[src/rtl/decode_pipe_if.sv]
// rtl/decode_pipe_if.sv - decode stage handshake, writeback and output bus
interface decode_pipe_if #(
    parameter int DATA_W = 16,
    parameter int CNT_W  = 16
);
    logic              in_valid;
    logic              in_ready;
    logic [15:0]       instr;
    logic [1:0]        ImmSize;
    logic              RegSrc;
    logic              MemRead;
    logic              RegWrite;
    logic              wb_en;
    logic [3:0]        wb_reg;
    logic [DATA_W-1:0] wb_data;
    logic              flush;
    logic              ex_ready;
    logic              out_valid;
    logic [DATA_W-1:0] out_rd1;
    logic [DATA_W-1:0] out_rd2;
    logic [DATA_W-1:0] out_imm;
    logic [3:0]        out_dst;
    logic              out_memread;
    logic              out_regwrite;
    logic [CNT_W-1:0]  bubble_cnt;

    modport master (
        output in_valid, instr, ImmSize, RegSrc, MemRead, RegWrite,
               wb_en, wb_reg, wb_data, flush, ex_ready,
        input  in_ready, out_valid, out_rd1, out_rd2, out_imm, out_dst,
               out_memread, out_regwrite, bubble_cnt
    );

    modport slave (
        input  in_valid, instr, ImmSize, RegSrc, MemRead, RegWrite,
               wb_en, wb_reg, wb_data, flush, ex_ready,
        output in_ready, out_valid, out_rd1, out_rd2, out_imm, out_dst,
               out_memread, out_regwrite, bubble_cnt
    );
endinterface

[src/rtl/decode_pipe.sv]
// rtl/decode_pipe.sv - decode stage with register file, immediates and load-use stall
module decode_pipe #(
    parameter int DATA_W  = 16,
    parameter int ZERO_R0 = 0,
    parameter int CNT_W   = 16
) (
    input  logic         clk,
    input  logic         rst,
    decode_pipe_if.slave bus
);
    localparam logic [1:0] IMM4 = 2'b00;
    localparam logic [1:0] IMM9 = 2'b01;
    localparam logic [1:0] LLB  = 2'b10;
    localparam logic [1:0] LHB  = 2'b11;
    localparam bit         ZR   = (ZERO_R0 != 0);

    logic [DATA_W-1:0] regs [16];
    logic [3:0]        src1;
    logic [3:0]        src2;
    logic              wr_hit;
    logic [DATA_W-1:0] rd1_data;
    logic [DATA_W-1:0] rd2_data;
    logic [DATA_W-1:0] imm_data;
    logic [DATA_W-1:0] refresh_imm;
    logic              hazard;
    logic              accept;
    logic [3:0]        held_src1;
    logic [3:0]        held_src2;
    logic [1:0]        held_imm_size;
    logic [7:0]        held_lo;
    logic              unused_instr_hi;

    assign src1            = bus.instr[7:4];
    assign src2            = bus.RegSrc ? bus.instr[11:8] : bus.instr[3:0];
    // a write to R0 is dropped entirely when R0 is hardwired to zero
    assign wr_hit          = bus.wb_en && !(ZR && bus.wb_reg == 4'd0);
    assign unused_instr_hi = ^bus.instr[15:12];

    // combinational operand read with same-cycle writeback bypass
    always_comb begin
        rd1_data = regs[src1];
        rd2_data = regs[src2];
        if (wr_hit && bus.wb_reg == src1) rd1_data = bus.wb_data;
        if (wr_hit && bus.wb_reg == src2) rd2_data = bus.wb_data;
        if (ZR && src1 == 4'd0) rd1_data = '0;
        if (ZR && src2 == 4'd0) rd2_data = '0;
    end

    // immediate formatting; LLB/LHB merge the instruction byte into src2 data
    always_comb begin
        imm_data = '0;
        unique case (bus.ImmSize)
            IMM4: imm_data = {{(DATA_W-4){bus.instr[3]}}, bus.instr[3:0]};
            IMM9: imm_data = {{(DATA_W-9){bus.instr[8]}}, bus.instr[8:0]};
            LLB: begin
                imm_data       = rd2_data;
                imm_data[7:0]  = bus.instr[7:0];
            end
            default: begin
                imm_data       = rd2_data;
                imm_data[15:8] = bus.instr[7:0];
            end
        endcase
    end

    // LLB/LHB immediate rebuilt from a writeback landing on the held src2
    always_comb begin
        refresh_imm = bus.wb_data;
        if (held_imm_size == LHB) refresh_imm[15:8] = held_lo;
        else                      refresh_imm[7:0]  = held_lo;
    end

    // a held load whose destination feeds this instruction forces a bubble
    assign hazard = bus.out_valid && bus.out_memread && bus.out_regwrite &&
                    (bus.out_dst == src1 || bus.out_dst == src2) &&
                    !(ZR && bus.out_dst == 4'd0);

    assign bus.in_ready = (!bus.out_valid || bus.ex_ready) && !hazard &&
                          !bus.flush && !rst;
    assign accept       = bus.in_valid && bus.in_ready;

    // register file write port
    always_ff @(posedge clk) begin
        if (rst) begin
            for (int i = 0; i < 16; i++) regs[i] <= '0;
        end else if (wr_hit) begin
            regs[bus.wb_reg] <= bus.wb_data;
        end
    end

    // output register: flush, load, drain, or hold with operand refresh
    always_ff @(posedge clk) begin
        if (rst) begin
            bus.out_valid    <= 1'b0;
            bus.out_rd1      <= '0;
            bus.out_rd2      <= '0;
            bus.out_imm      <= '0;
            bus.out_dst      <= '0;
            bus.out_memread  <= 1'b0;
            bus.out_regwrite <= 1'b0;
            held_src1        <= '0;
            held_src2        <= '0;
            held_imm_size    <= '0;
            held_lo          <= '0;
        end else if (bus.flush) begin
            bus.out_valid <= 1'b0;
        end else if (accept) begin
            bus.out_valid    <= 1'b1;
            bus.out_rd1      <= rd1_data;
            bus.out_rd2      <= rd2_data;
            bus.out_imm      <= imm_data;
            bus.out_dst      <= bus.instr[11:8];
            bus.out_memread  <= bus.MemRead;
            bus.out_regwrite <= bus.RegWrite;
            held_src1        <= src1;
            held_src2        <= src2;
            held_imm_size    <= bus.ImmSize;
            held_lo          <= bus.instr[7:0];
        end else if (bus.out_valid && bus.ex_ready) begin
            bus.out_valid <= 1'b0;
        end else if (bus.out_valid) begin
            if (wr_hit && bus.wb_reg == held_src1) bus.out_rd1 <= bus.wb_data;
            if (wr_hit && bus.wb_reg == held_src2) begin
                bus.out_rd2 <= bus.wb_data;
                if (held_imm_size == LLB || held_imm_size == LHB)
                    bus.out_imm <= refresh_imm;
            end
        end
    end

    // saturating count of load-use bubbles
    always_ff @(posedge clk) begin
        if (rst) begin
            bus.bubble_cnt <= '0;
        end else if (bus.in_valid && bus.ex_ready && hazard &&
                     bus.bubble_cnt != {CNT_W{1'b1}}) begin
            bus.bubble_cnt <= bus.bubble_cnt + CNT_W'(1);
        end
    end
endmodule

[src/flat_wrapper.sv]
// flat-port wrapper written by rule: the top's interface ports become plain ports
module decode_pipe_flat 
#(
    parameter int DATA_W  = 16,
    parameter int ZERO_R0 = 0,
    parameter int CNT_W   = 16
)
  (clk, rst, bus_in_valid, bus_instr, bus_ImmSize, bus_RegSrc, bus_MemRead, bus_RegWrite, bus_wb_en, bus_wb_reg, bus_wb_data, bus_flush, bus_ex_ready, bus_in_ready, bus_out_valid, bus_out_rd1, bus_out_rd2, bus_out_imm, bus_out_dst, bus_out_memread, bus_out_regwrite, bus_bubble_cnt);
  decode_pipe_if #(.DATA_W(DATA_W), .CNT_W(CNT_W)) bus_i ();
  input  logic clk;
  input  logic rst;
  input wire logic [$bits(bus_i.in_valid)-1:0] bus_in_valid;
  input wire logic [$bits(bus_i.instr)-1:0] bus_instr;
  input wire logic [$bits(bus_i.ImmSize)-1:0] bus_ImmSize;
  input wire logic [$bits(bus_i.RegSrc)-1:0] bus_RegSrc;
  input wire logic [$bits(bus_i.MemRead)-1:0] bus_MemRead;
  input wire logic [$bits(bus_i.RegWrite)-1:0] bus_RegWrite;
  input wire logic [$bits(bus_i.wb_en)-1:0] bus_wb_en;
  input wire logic [$bits(bus_i.wb_reg)-1:0] bus_wb_reg;
  input wire logic [$bits(bus_i.wb_data)-1:0] bus_wb_data;
  input wire logic [$bits(bus_i.flush)-1:0] bus_flush;
  input wire logic [$bits(bus_i.ex_ready)-1:0] bus_ex_ready;
  output wire logic [$bits(bus_i.in_ready)-1:0] bus_in_ready;
  output wire logic [$bits(bus_i.out_valid)-1:0] bus_out_valid;
  output wire logic [$bits(bus_i.out_rd1)-1:0] bus_out_rd1;
  output wire logic [$bits(bus_i.out_rd2)-1:0] bus_out_rd2;
  output wire logic [$bits(bus_i.out_imm)-1:0] bus_out_imm;
  output wire logic [$bits(bus_i.out_dst)-1:0] bus_out_dst;
  output wire logic [$bits(bus_i.out_memread)-1:0] bus_out_memread;
  output wire logic [$bits(bus_i.out_regwrite)-1:0] bus_out_regwrite;
  output wire logic [$bits(bus_i.bubble_cnt)-1:0] bus_bubble_cnt;
  assign bus_i.in_valid = bus_in_valid;
  assign bus_i.instr = bus_instr;
  assign bus_i.ImmSize = bus_ImmSize;
  assign bus_i.RegSrc = bus_RegSrc;
  assign bus_i.MemRead = bus_MemRead;
  assign bus_i.RegWrite = bus_RegWrite;
  assign bus_i.wb_en = bus_wb_en;
  assign bus_i.wb_reg = bus_wb_reg;
  assign bus_i.wb_data = bus_wb_data;
  assign bus_i.flush = bus_flush;
  assign bus_i.ex_ready = bus_ex_ready;
  assign bus_in_ready = bus_i.in_ready;
  assign bus_out_valid = bus_i.out_valid;
  assign bus_out_rd1 = bus_i.out_rd1;
  assign bus_out_rd2 = bus_i.out_rd2;
  assign bus_out_imm = bus_i.out_imm;
  assign bus_out_dst = bus_i.out_dst;
  assign bus_out_memread = bus_i.out_memread;
  assign bus_out_regwrite = bus_i.out_regwrite;
  assign bus_bubble_cnt = bus_i.bubble_cnt;
  decode_pipe #(.DATA_W(DATA_W), .ZERO_R0(ZERO_R0), .CNT_W(CNT_W)) u_core (.clk(clk), .rst(rst), .bus(bus_i));
endmodule
[config.mk]
export PLATFORM = sky130hd
export DESIGN_NAME = decode_pipe_flat
export DESIGN_NICKNAME = d
export VERILOG_FILES = /design/src/rtl/decode_pipe_if.sv /design/src/rtl/decode_pipe.sv /design/src/flat_wrapper.sv
export SDC_FILE = /design/constraint.sdc
export NUM_CORES = 1
export LEC_CHECK = 0
export CAP_MARGIN = 20
export CORE_ASPECT_RATIO = 0.7
export CORE_UTILIZATION = 50
export DETAILED_ROUTE_END_ITERATION = 10
export GPL_TIMING_DRIVEN = 0
export PLACE_DENSITY = 0.73
export REMOVE_ABC_BUFFERS = 1
export SLEW_MARGIN = 20
export SYNTH_ARGS = -nofsm -noshare
export SYNTH_HDL_FRONTEND = slang
export SYNTH_SLANG_ARGS = --single-unit
[constraint.sdc]
create_clock -name clk -period 2.3 [get_ports clk]
set_clock_uncertainty 0.1 [all_clocks]
set_input_delay 0.23 -clock clk [delete_from_list [all_inputs] [get_ports clk]]
set_output_delay 0.23 -clock clk [all_outputs]
set_load 0.1 [all_outputs]
==> results.json <==
{
  "outcome": "finished, violations left",
  "violations": "setup timing",
  "endpoint_kind": "register",
  "layout-drive-gt1-share": 0.241,
  "setup_viol": 88,
  "clock-sinks": 341,
  "nNetsFinal": 1605,
  "min_path_type": "input pin to register",
  "grt_max_degree": 74,
  "gp_congestion": 0.901,
  "worstHoldStart": "bus_instr[9]",
  "synth_edf_count": 256,
  "cap_violations": 0,
  "dr.pass1.iters": 5,
  "clockPowerShare": 0.375,
  "rsz0062_at_grt": "true",
  "path_class": "input pin to register",
  "crit_required_ns": 2.40,
  "port_buffers": 114,
  "p_comb_frac": 0.169,
  "drcViolationCount": 0,
  "synth-seq-area-share": 0.514,
  "vias_per_cell": 6.70,
  "core_area_um2": 35900,
  "syn-cell-area_um2": 18300,
  "synthArstFlopShare": 0,
  "cts_tree": "built",
  "crit_fanout": 16,
  "grtUsageTotal": 0.317,
  "avgSynthCellArea_um2": 12.5,
  "finalCritPeriodShare": 1.05,
  "htree_levels": 2,
  "clk_pin_slew_worst_paths_ns": 0.06,
  "grt_pass1_wl_um": 86100,
  "min_path_cells": 3,
  "ff2ff_path_depth": 8,
  "r2r-start": "u_core.bus.out_valid",
  "peakVddDrop_uv": 558,
  "initial_utilization": 0.508,
  "yosys_most_used_dff": "edfxtp_1",
  "worstReg2RegEnd": "u_core.bus.out_rd2[4]",
  "synth-seq-cells": 341,
  "clk-insertion-delay-late_ns": 0.55,
  "cts-root-buf": "clkbuf_16",
  "place.detailed.hpwl_um": 37100,
  "ios": 119,
  "power.internal_mw": 11.3,
  "slew_viol_final": 0,
  "dieArea_um2": 37300,
  "clock.fmax_mhz": 415,
  "rows": 58,
  "holdPathEnd": "u_core.bus.out_dst[1]",
  "totalWireLength_um": 60200,
  "hold_viol": 0,
  "fin_util": 0.615,
  "p_leak_nw": 8.14,
  "power.total_mw": 15.7,
  "die_h_um": 162,
  "clockBufferDepth": 3,
  "ys_warn_count": 0,
  "fin_crit_ns": 2.41,
  "final_area_um2": 22100,
  "power.switching_mw": 4.32,
  "dpl-instance-area_um2": 20100,
  "switching_share": 0.276,
  "rrSetupSlack_ns": -0.04,
  "grt_pass1_vias": 13091,
  "powerDensity_nw_per_um2": 709,
  "setup_ws_ns": -0.108,
  "numCtsBuffers": 35,
  "die_x_um": 230,
  "grt_remaining_overflow": 0,
  "syn_to_final_growth_pct": 21.0,
  "place_ws_ns": -2.25,
  "power.share.sequential": 0.456,
  "worst_pin_slew_ns": 1.13,
  "relSlewSlack": 0.243,
  "synth_cells": 1456,
  "synth_cell_types": 53,
  "antenna_found_initial": 4,
  "via_count": 13835,
  "drtAntennaViolNets": 0,
  "crit_arrival_ns": 2.51,
  "wire_per_inst_um": 29.2,
  "drt_iter0_drc": 2144,
  "critical_path.startpoint_type": "input pin"
}
[final cells by class]
cell class	instances	area [um2]
diodes	2	5.00
clock inverters	16	158
well taps	480	601
multi-input cells	975	8770
inverters	6	26.3
fillers	2677	13800
flip-flops and latches	341	9400
repair buffers	198	2160
clock buffers	46	980
[routing by layer]
layer  GRT usage  vias up  wire [um]  share of wire
met5     0.00911        -         91         0.0015
met4       0.117        8       1920          0.032
met3      0.0829      164       8280           0.14
met2       0.470     1083      26800           0.45
met1       0.448     6937      23100           0.38
li1            -     5643          -              -
[cells by family (layout without fill, tap and decap cells)]
kind of cell             after synthesis  in the layout  synth area share
AND/OR/NAND/NOR                      547            548             0.163
adder cells (fa/ha/maj)                1              1          0.000685
other                                  0              2                 0
XOR/XNOR                              33             33            0.0158
multiplexers                         213            213             0.207
buffers and inverters                144            266            0.0345
AO/OA/AOI/OAI                        177            180            0.0650
flip-flops                           341            341             0.514
[stage by stage]
step                      hold WS [ns]  TNS [ns]  instances
after floorplan                  0.199   -352.79       1318
final                           0.0219     -5.05       2064
after detailed placement         0.373   -417.56       1941
after CTS                       0.0147         0       2034
after global routing            0.0341     -7.61       2063
after global placement           0.364  -2616.54       1912
[worst max-delay path: stages]
cell	delay, ns
clkdlybuf4s50_1	0.62
nor2b_1	0.25
nand3_1	0.37
nor3_4	0.31
buf_4	0.20
buf_6	0.15
or2_4	0.36
[power by group through the flow]
stage	sequential [mW]	clock [mW]	combinational [mW]
3_5_place_dp	7.25	0	2.41
5_1_grt	7.15	6.07	2.73
2_1_floorplan	7.52	0	1.16
6_report	7.13	5.87	2.65
4_1_cts	7.12	5.85	2.52
3_3_place_gp	7.22	0	2.37
[cell usage after synthesis, drive strengths merged (13+ instances only)]
cell type / count / area [um2]
and2: 266 / 1660
edfxtp: 256 / 7690
mux4: 128 / 2880
clkbuf: 103 / 387
nand2: 95 / 357
dfxtp: 85 / 1700
nor2: 73 / 274
mux2i: 67 / 687
a21oi: 62 / 314
buf: 35 / 220
a211oi: 28 / 210
xnor2: 21 / 184
mux2: 18 / 203
nand3: 18 / 90.1
nor3: 17 / 85.1
or2: 17 / 106
a22oi: 13 / 97.6
nand2b: 13 / 81.3
or3: 13 / 81.3
[registers in the layout, indices dropped and copies added, names as in the netlist]
name and cells:
u_core.regs 256, u_core.bus.out_rd1 16, u_core.bus.out_rd2 16, u_core.held_lo 7
u_core.bus.bubble_cnt 16, u_core.bus.out_regwrite 1, u_core.bus.out_dst 4, u_core.held_imm_size 2
u_core.bus.out_memread 1, u_core.bus.out_imm 16, u_core.held_src1 1, u_core.held_src2 4
u_core.bus.out_valid 1
[placed cells by master (no fill, tap or decap), types with 7 or more instances in the layout]
cell / n
and2_1: 263
edfxtp_1: 256
mux4_2: 128
nand2_1: 90
dfxtp_1: 82
dlygate4sd2_1: 74
mux2i_1: 60
a21oi_1: 59
nor2_1: 57
buf_4: 46
clkbuf_16: 38
a211oi_1: 26
clkdlybuf4s50_1: 26
xnor2_1: 19
or2_4: 17
nand3_1: 16
mux2_2: 16
buf_16: 15
nand2b_1: 13
nor2_4: 12
or3_1: 12
o211ai_1: 12
and3_1: 12
nor3_1: 11
xor2_1: 10
buf_6: 10
o21ai_0: 9
a22oi_1: 9
o22ai_1: 9
nand4_1: 7
clkbuf_1: 7
[worst max-delay path by stage]
stage                    start                    end  slack, ns  depth (start not counted)
detailed placement  bus_RegSrc  u_core.bus.out_rd1[8]      -2.25                         10
finish               bus_wb_en     u_core.regs[3][11]      -0.11                          7
global placement    bus_RegSrc  u_core.bus.out_rd1[1]      -9.07                          8
global route         bus_wb_en     u_core.regs[3][11]      -0.16                          7
floorplan           bus_RegSrc  u_core.bus.out_rd1[0]      -4.82                          7
CTS                        rst      u_core.regs[2][6]      0.007                          7
[timing repair]
item,CTS,global route
endpoints found under the setup margin,413,211
hold endpoints to repair,1,4
pin swaps,13,8
gates cloned,5,2
gates resized for setup,164,53
buffers inserted,25,22
hold buffers,1,4
Note: power is estimated with default switching activity, not from simulation.
==> patch 1: new RTL, config.mk and constraints unchanged <==
`CNT_W` is set to 16 in 3 places; all go to 32.
--- a/src/rtl/decode_pipe_if.sv
+++ b/src/rtl/decode_pipe_if.sv
@@ -3,3 +3,3 @@
     parameter int DATA_W = 16,
-    parameter int CNT_W  = 16
+    parameter int CNT_W  = 32
 );
--- a/src/rtl/decode_pipe.sv
+++ b/src/rtl/decode_pipe.sv
@@ -4,3 +4,3 @@
     parameter int ZERO_R0 = 0,
-    parameter int CNT_W   = 16
+    parameter int CNT_W   = 32
 ) (
--- a/src/flat_wrapper.sv
+++ b/src/flat_wrapper.sv
@@ -5,3 +5,3 @@
     parameter int ZERO_R0 = 0,
-    parameter int CNT_W   = 16
+    parameter int CNT_W   = 32
 )
Interface: changed (resized bus_bubble_cnt); port bits go from 119 to 135. No check against the original RTL was run, so the function may have changed too.
==> patch 1 against the unedited design <==
The run ends with design-rule violations, negative hold slack, negative setup slack left; synthesized cell count is 9.5% higher; sequential cell count is 16 higher; cell count is 8.2% higher; final area is 5.3% higher; die area is 3.2% higher; routed wire length is 6.9% higher; count of clock-buffer cells in the layout is 4 higher; area after synthesis is 3.2% higher; total power is 1.5% higher; via count is 9.3% higher; worst setup slack better by 0.032 ns; largest power group unchanged.
==> patch 1: results (changes against the unedited design) <==
[status]
outcome=finished with violations
violations=design-rule violations, negative hold slack, negative setup slack

[cells_and_area]
final_layout_size_suffix_gt1_share_pct=24.4  ; +0.29 points
finish.net_count=1766  ; +10%
stdcell_count=2233  ; +8.2%
reg_top3=u_core.regs: 256 flops, u_core.bus.bubble_cnt: 32 flops

[cts]
clk-insertion-delay-late_ns=0.55  ; about the same
clock_path_buffers=3  ; unchanged
htree_num_levels=2  ; unchanged
clockRootBuffer=clkbuf_16
cts.clk_slew.worst_paths_ns=0.06  ; about the same
numCtsBuffers=37  ; +5.7%

[place]
numPortBuffers=130  ; +14%
dpl.hpwl_um=38400  ; +3.4%
place_area_um2=20500  ; +2.4%
place_congestion=0.866  ; -3.8%
place_inst=2078  ; +7.1%

[logic_synthesis]
ys_top_cells_by_count=256 x edfxtp_1, 179 x and2_1, 126 x clkbuf_1, 121 x mux4_2, 118 x nor2_1
yosys_warnings=0  ; unchanged
synth_mux_area_share_pct=17.6  ; -3.1 points
synth_edf_count=256  ; unchanged
synthAdderAreaFrac_pct=0.0664  ; -0.0021 points
synth_xor_area_share_pct=2.37  ; +0.79 points
synth-compound-area-share_pct=8.02  ; +1.5 points
ys_seq_area_share_pct=51.5  ; +0.10 points
syn_area_per_cell_um2=11.8  ; -5.7%
synth_cell_type_count=61  ; +15%
synth-async-reset-ratio_pct=0  ; unchanged
synthTopCellsByArea=edfxtp_1 41%, mux4_2 14%, dfxtp_1 11%

[route]
drt_iter0_drc=2382  ; +11%
route.detailed.wl_per_inst_um=28.8  ; -1.2%
dr.pass1.iters=11  ; +6
drc_errors=9  ; +9
via_count=15100  ; +9.3%

[power]
p_leak_nw=8.37  ; +2.8%
ir_worst_vdd_mv=0.479  ; -14%

[min_path]
holdPathStages=3  ; unchanged
hold_path.class=in -> reg

[worst_setup_path]
r2r_cells=7  ; -1
crit_path_max_fanout=7  ; -9

[sta]
hold_viol=1  ; +1
holdWs_ns=-0.00250  ; -0.0244 ns
setup_ws_ns=-0.0757  ; +0.0325 ns
setup_viol=11  ; -88%
tightest_slew_ns=1.02  ; -0.109 ns

[global_routing]
antenna_found_initial=1  ; -3
grt_pass1_vias=14100  ; +7.7%
grt_pass1_wl_um=92000  ; +6.9%
gr-usage-all-layers_pct=32.9  ; +1.2 points
grt_max_degree=72  ; -2.7%

[patch 1: changes by cell type after synthesis, moves of 12 or more]
cell / unedited run / this run
and2_1: 265 / 179
nor3_1: 17 / 81
nor2_1: 73 / 118
nor4_1: 7 / 32
clkbuf_1: 103 / 126
nand2_1: 95 / 116
mux2i_1: 65 / 46
o21ai_0: 11 / 30
xnor2_1: 21 / 38
dfxtp_1: 85 / 101
o32ai_1: 0 / 12
[patch 1: critical path, cell delays in order, from the launching register on]
cell      delay (ns)
dfxtp_1         0.43
xnor2_1         0.12
o41a_4          0.50
o211a_4         0.29
o41ai_4         0.10
buf_6           0.27
mux2i_4         0.31
a211oi_2        0.11
[patch 1: layer usage]
metal / track usage [%] / vias up / part of all wire (%)
met5: 0 / - / 0.090
met2: 48.5 / 1161 / 44
met1: 47.0 / 7514 / 38
li1: - / 6276 / -
met3: 9.77 / 173 / 15
met4: 9.39 / 2 / 3.1
[patch 1: final cells by class]
class,count,area (um^2)
Clock buffer,50,1000
Fill cell,2758,13900
Sequential cell,357,9720
Clock inverter,15,85.1
Antenna cell,1,2.50
Multi-Input combinational cell,1078,9380
Inverter,14,52.6
Tap cell,488,611
Timing Repair Buffer,230,2410
[patch 1: worst paths after layout]
path                               from                    end  slack, ns
setup / recovery  u_core.bus.out_dst[3]  u_core.bus.out_rd1[0]      -0.08
hold / removal             bus_instr[1]      u_core.held_lo[1]     -0.002
setup reg to reg  u_core.bus.out_dst[3]  u_core.bus.out_rd1[0]      -0.08
hold reg to reg   u_core.bus.out_rd2[1]  u_core.bus.out_rd2[1]       0.37
[patch 1: per-stage QoR]
| stage | setup TNS, ns | setup slack (ns) |
|---|---|---|
| 5_1_grt | -1.36 | -0.110 |
| 3_3_place_gp | -2712.46 | -7.42 |
| 2_1_floorplan | -123.92 | -2.14 |
| 4_1_cts | -0.138 | -0.0744 |
| 6_report | -0.372 | -0.0757 |
| 3_5_place_dp | -715.75 | -2.74 |
[patch 1: kinds of logic after synthesis]
kind of cell               after synthesis
and+or+nand+nor                        620
DFF                                    357
AOI/OAI and AO/OA                      222
muxes                                  177
buffers and inverters                  166
xor gates and xnor gates                51
adders and majority gates                1
[patch 1: what timing repair did]
item / 4_1_cts / 5_1_grt
resized for setup: 223 / 75
gates cloned: 10 / 2
setup buffers: 43 / 30
setup endpoints to repair: 602 / 288
hold buffers: 5 / 0
pin swaps: 21 / 25
endpoints found under the hold margin: 10 / 0
[patch 1: report_power, final]
part	total [mW]	leakage (nW)	switching, mW	internal [mW]
clock network	5.70	0.537	2.62	3.08
registers	7.40	3.27	0.192	7.21
logic	2.78	4.57	1.76	1.02
total	15.9	8.37	4.57	11.3
==> patch 2: new RTL, same settings <==
Made on the original files. Reset style: asynchronous (`rst`), changed in 3 clocked blocks.
--- a/src/rtl/decode_pipe.sv
+++ b/src/rtl/decode_pipe.sv
@@ -82,3 +82,3 @@
     // register file write port
-    always_ff @(posedge clk) begin
+    always_ff @(posedge clk or posedge rst) begin
         if (rst) begin
@@ -91,3 +91,3 @@
     // output register: flush, load, drain, or hold with operand refresh
-    always_ff @(posedge clk) begin
+    always_ff @(posedge clk or posedge rst) begin
         if (rst) begin
@@ -131,3 +131,3 @@
     // saturating count of load-use bubbles
-    always_ff @(posedge clk) begin
+    always_ff @(posedge clk or posedge rst) begin
         if (rst) begin
Check against the original RTL: differs if rst is asserted again (counterexample within 4 cycles, from zero or initial values and one cycle with rst high); with rst held inactive, the same outputs for 4 cycles.
==> patch 2 against the unedited design <==
The flow still finishes with violations (negative setup slack); worst setup slack got worse by 0.16 ns; global-route usage rose by 0.58 points; sequential share of layout area down 4.6 points; sequential cell count unchanged; routed wire length rose by 1.5%; final area increased by 1.8%; area after synthesis rose by 1.2%; largest cell class is now multi-input combinational cells.
Power is not compared: it rests on default switching activity, and its combinational part moved more than twofold at a synthesized area within 25%.
==> patch 2: results (changes against the unedited design) <==
[sta]
tns_ns=-12.01  ; -6.96 ns
max-slew-margin-rel_pct=24.5  ; +0.22 points
setup_viol=113  ; +28%
setup_ws_ns=-0.271  ; -0.163 ns

[status]
violations=negative setup slack
outcome=finished with violations

[power]
seq_power_mw=8.47
ir_worst_vdd_mv=0.739
pwr-share-clk_pct=29.0
p_leak_nw=9.49

[logic_synthesis]
netlist.area_leader.share_pct=46.2  ; +4.1 points
synth_cell_type_count=64  ; +21%
synth-async-reset-ratio_pct=100  ; +100 points
ys_top_cells_by_count=341 x dfrtp_1, 283 x mux2_2, 175 x nand2_1, 104 x mux4_2, 98 x clkbuf_1
ys_seq_area_share_pct=46.2  ; -5.3 points
synth-main-ff-cell=dfrtp_1
synthTopCellsByArea=dfrtp_1 46%, mux2_2 17%, mux4_2 13%

[worst_setup_path]
r2r_cells=9  ; +1
endpoint=u_core.bus.out_rd1[8]
cp.arrival_ns=2.88  ; +0.37 ns
crit_start=u_core.bus.out_dst[3]
crit_path_max_fanout=6  ; -10

[cells_and_area]
final_layout_size_suffix_gt1_share_pct=38.8  ; +15 points
finish.net_count=1623  ; +1.1%
num_antenna_cells=0  ; -2

[route]
route.detailed.wl_per_inst_um=29.4  ; +0.80%
dr.pass1.iters=8  ; +3
avgViaCountPerCell=6.86  ; +2.4%
drt_iter0_drc=1944  ; -9.3%

[cts]
clockRootBuffer=clkbuf_16
clock_path_buffers=3  ; unchanged
htree_num_levels=2  ; unchanged
cts.clk_slew.worst_paths_ns=0.07
numCtsBuffers=35  ; unchanged

[global_routing]
antenna_found_initial=1  ; -3
grt_pass1_wl_um=90400  ; +5.0%
grt_pass1_vias=14400  ; +9.6%
gr-usage-all-layers_pct=32.3  ; +0.58 points
grt_max_degree=107  ; +45%

[place]
place_congestion=0.868  ; -3.6%
dpl.hpwl_um=36000  ; -3.1%

[job]
max-cap-violations=0  ; unchanged

[min_path]
holdPathStages=3  ; unchanged
worstHoldStart=bus_instr[1]
hold_path.class=in -> reg
holdPathEnd=u_core.held_lo[1]

## patch 2: per-stage QoR
step,std cells,worst slack (ns),total power [mW],hold WS (ns),instance area (um^2)
final,2079,-0.271,21.0,0.0374,22500
after CTS,2069,-0.0788,20.8,0.0420,22100
after detailed placement,1969,-3.04,14.7,0.392,20400
after global placement,1946,-11.65,14.4,0.371,19700
after global routing,2079,-0.240,21.8,0.00939,22500
after floorplan,1352,-7.48,12.7,0.235,17900
## patch 2: critical path, stage by stage, from the launching register on
cell and delay (ns):
dfrtp_2 0.47, xnor2_1 0.28, nand4_1 0.25, buf_4 0.22, o41a_4 0.13, o21ai_4 0.24, o31ai_4 0.13, buf_8 0.17
buf_12 0.15, mux2_4 0.29
## patch 2: cell families (layout without fill, tap and decap cells)
logic type / Yosys count / count (layout) / synth area share, %
AO/OA/AOI/OAI: 181 / 185 / 6.98
XOR/XNOR: 38 / 38 / 1.84
adder cells (fa/ha/maj): 1 / 1 / 0.0677
buffers and inverters: 135 / 244 / 2.96
flip-flops: 341 / 341 / 46.2
multiplexers: 447 / 448 / 33.6
AND/OR/NAND/NOR: 341 / 342 / 8.38
## patch 2: metal layers
metal	up-vias	part of all wire, %	track usage [%]
met3	244	11	7.79
met5	-	0	0
li1	5748	-	-
met2	944	44	47.7
met1	7333	39	44.7
met4	0	5.5	15.7
## patch 2: layout make-up
cell class                 instances  area, um^2
clock inverter                    16         198
timing repair buffer             180        2050
clock buffer                      45        1010
tap                              480         601
inverter                           3        21.3
multi-input combinational       1014       10100
fill                            2630       13700
sequential                       341        8540
## patch 2: timing repair
| item | in CTS | in global routing |
|---|---|---|
| gates resized for setup | 154 | 49 |
| endpoints found under the setup margin | 189 | 149 |
| pin swaps | 10 | 14 |
| gates cloned | 6 | 1 |
| setup buffers | 33 | 10 |
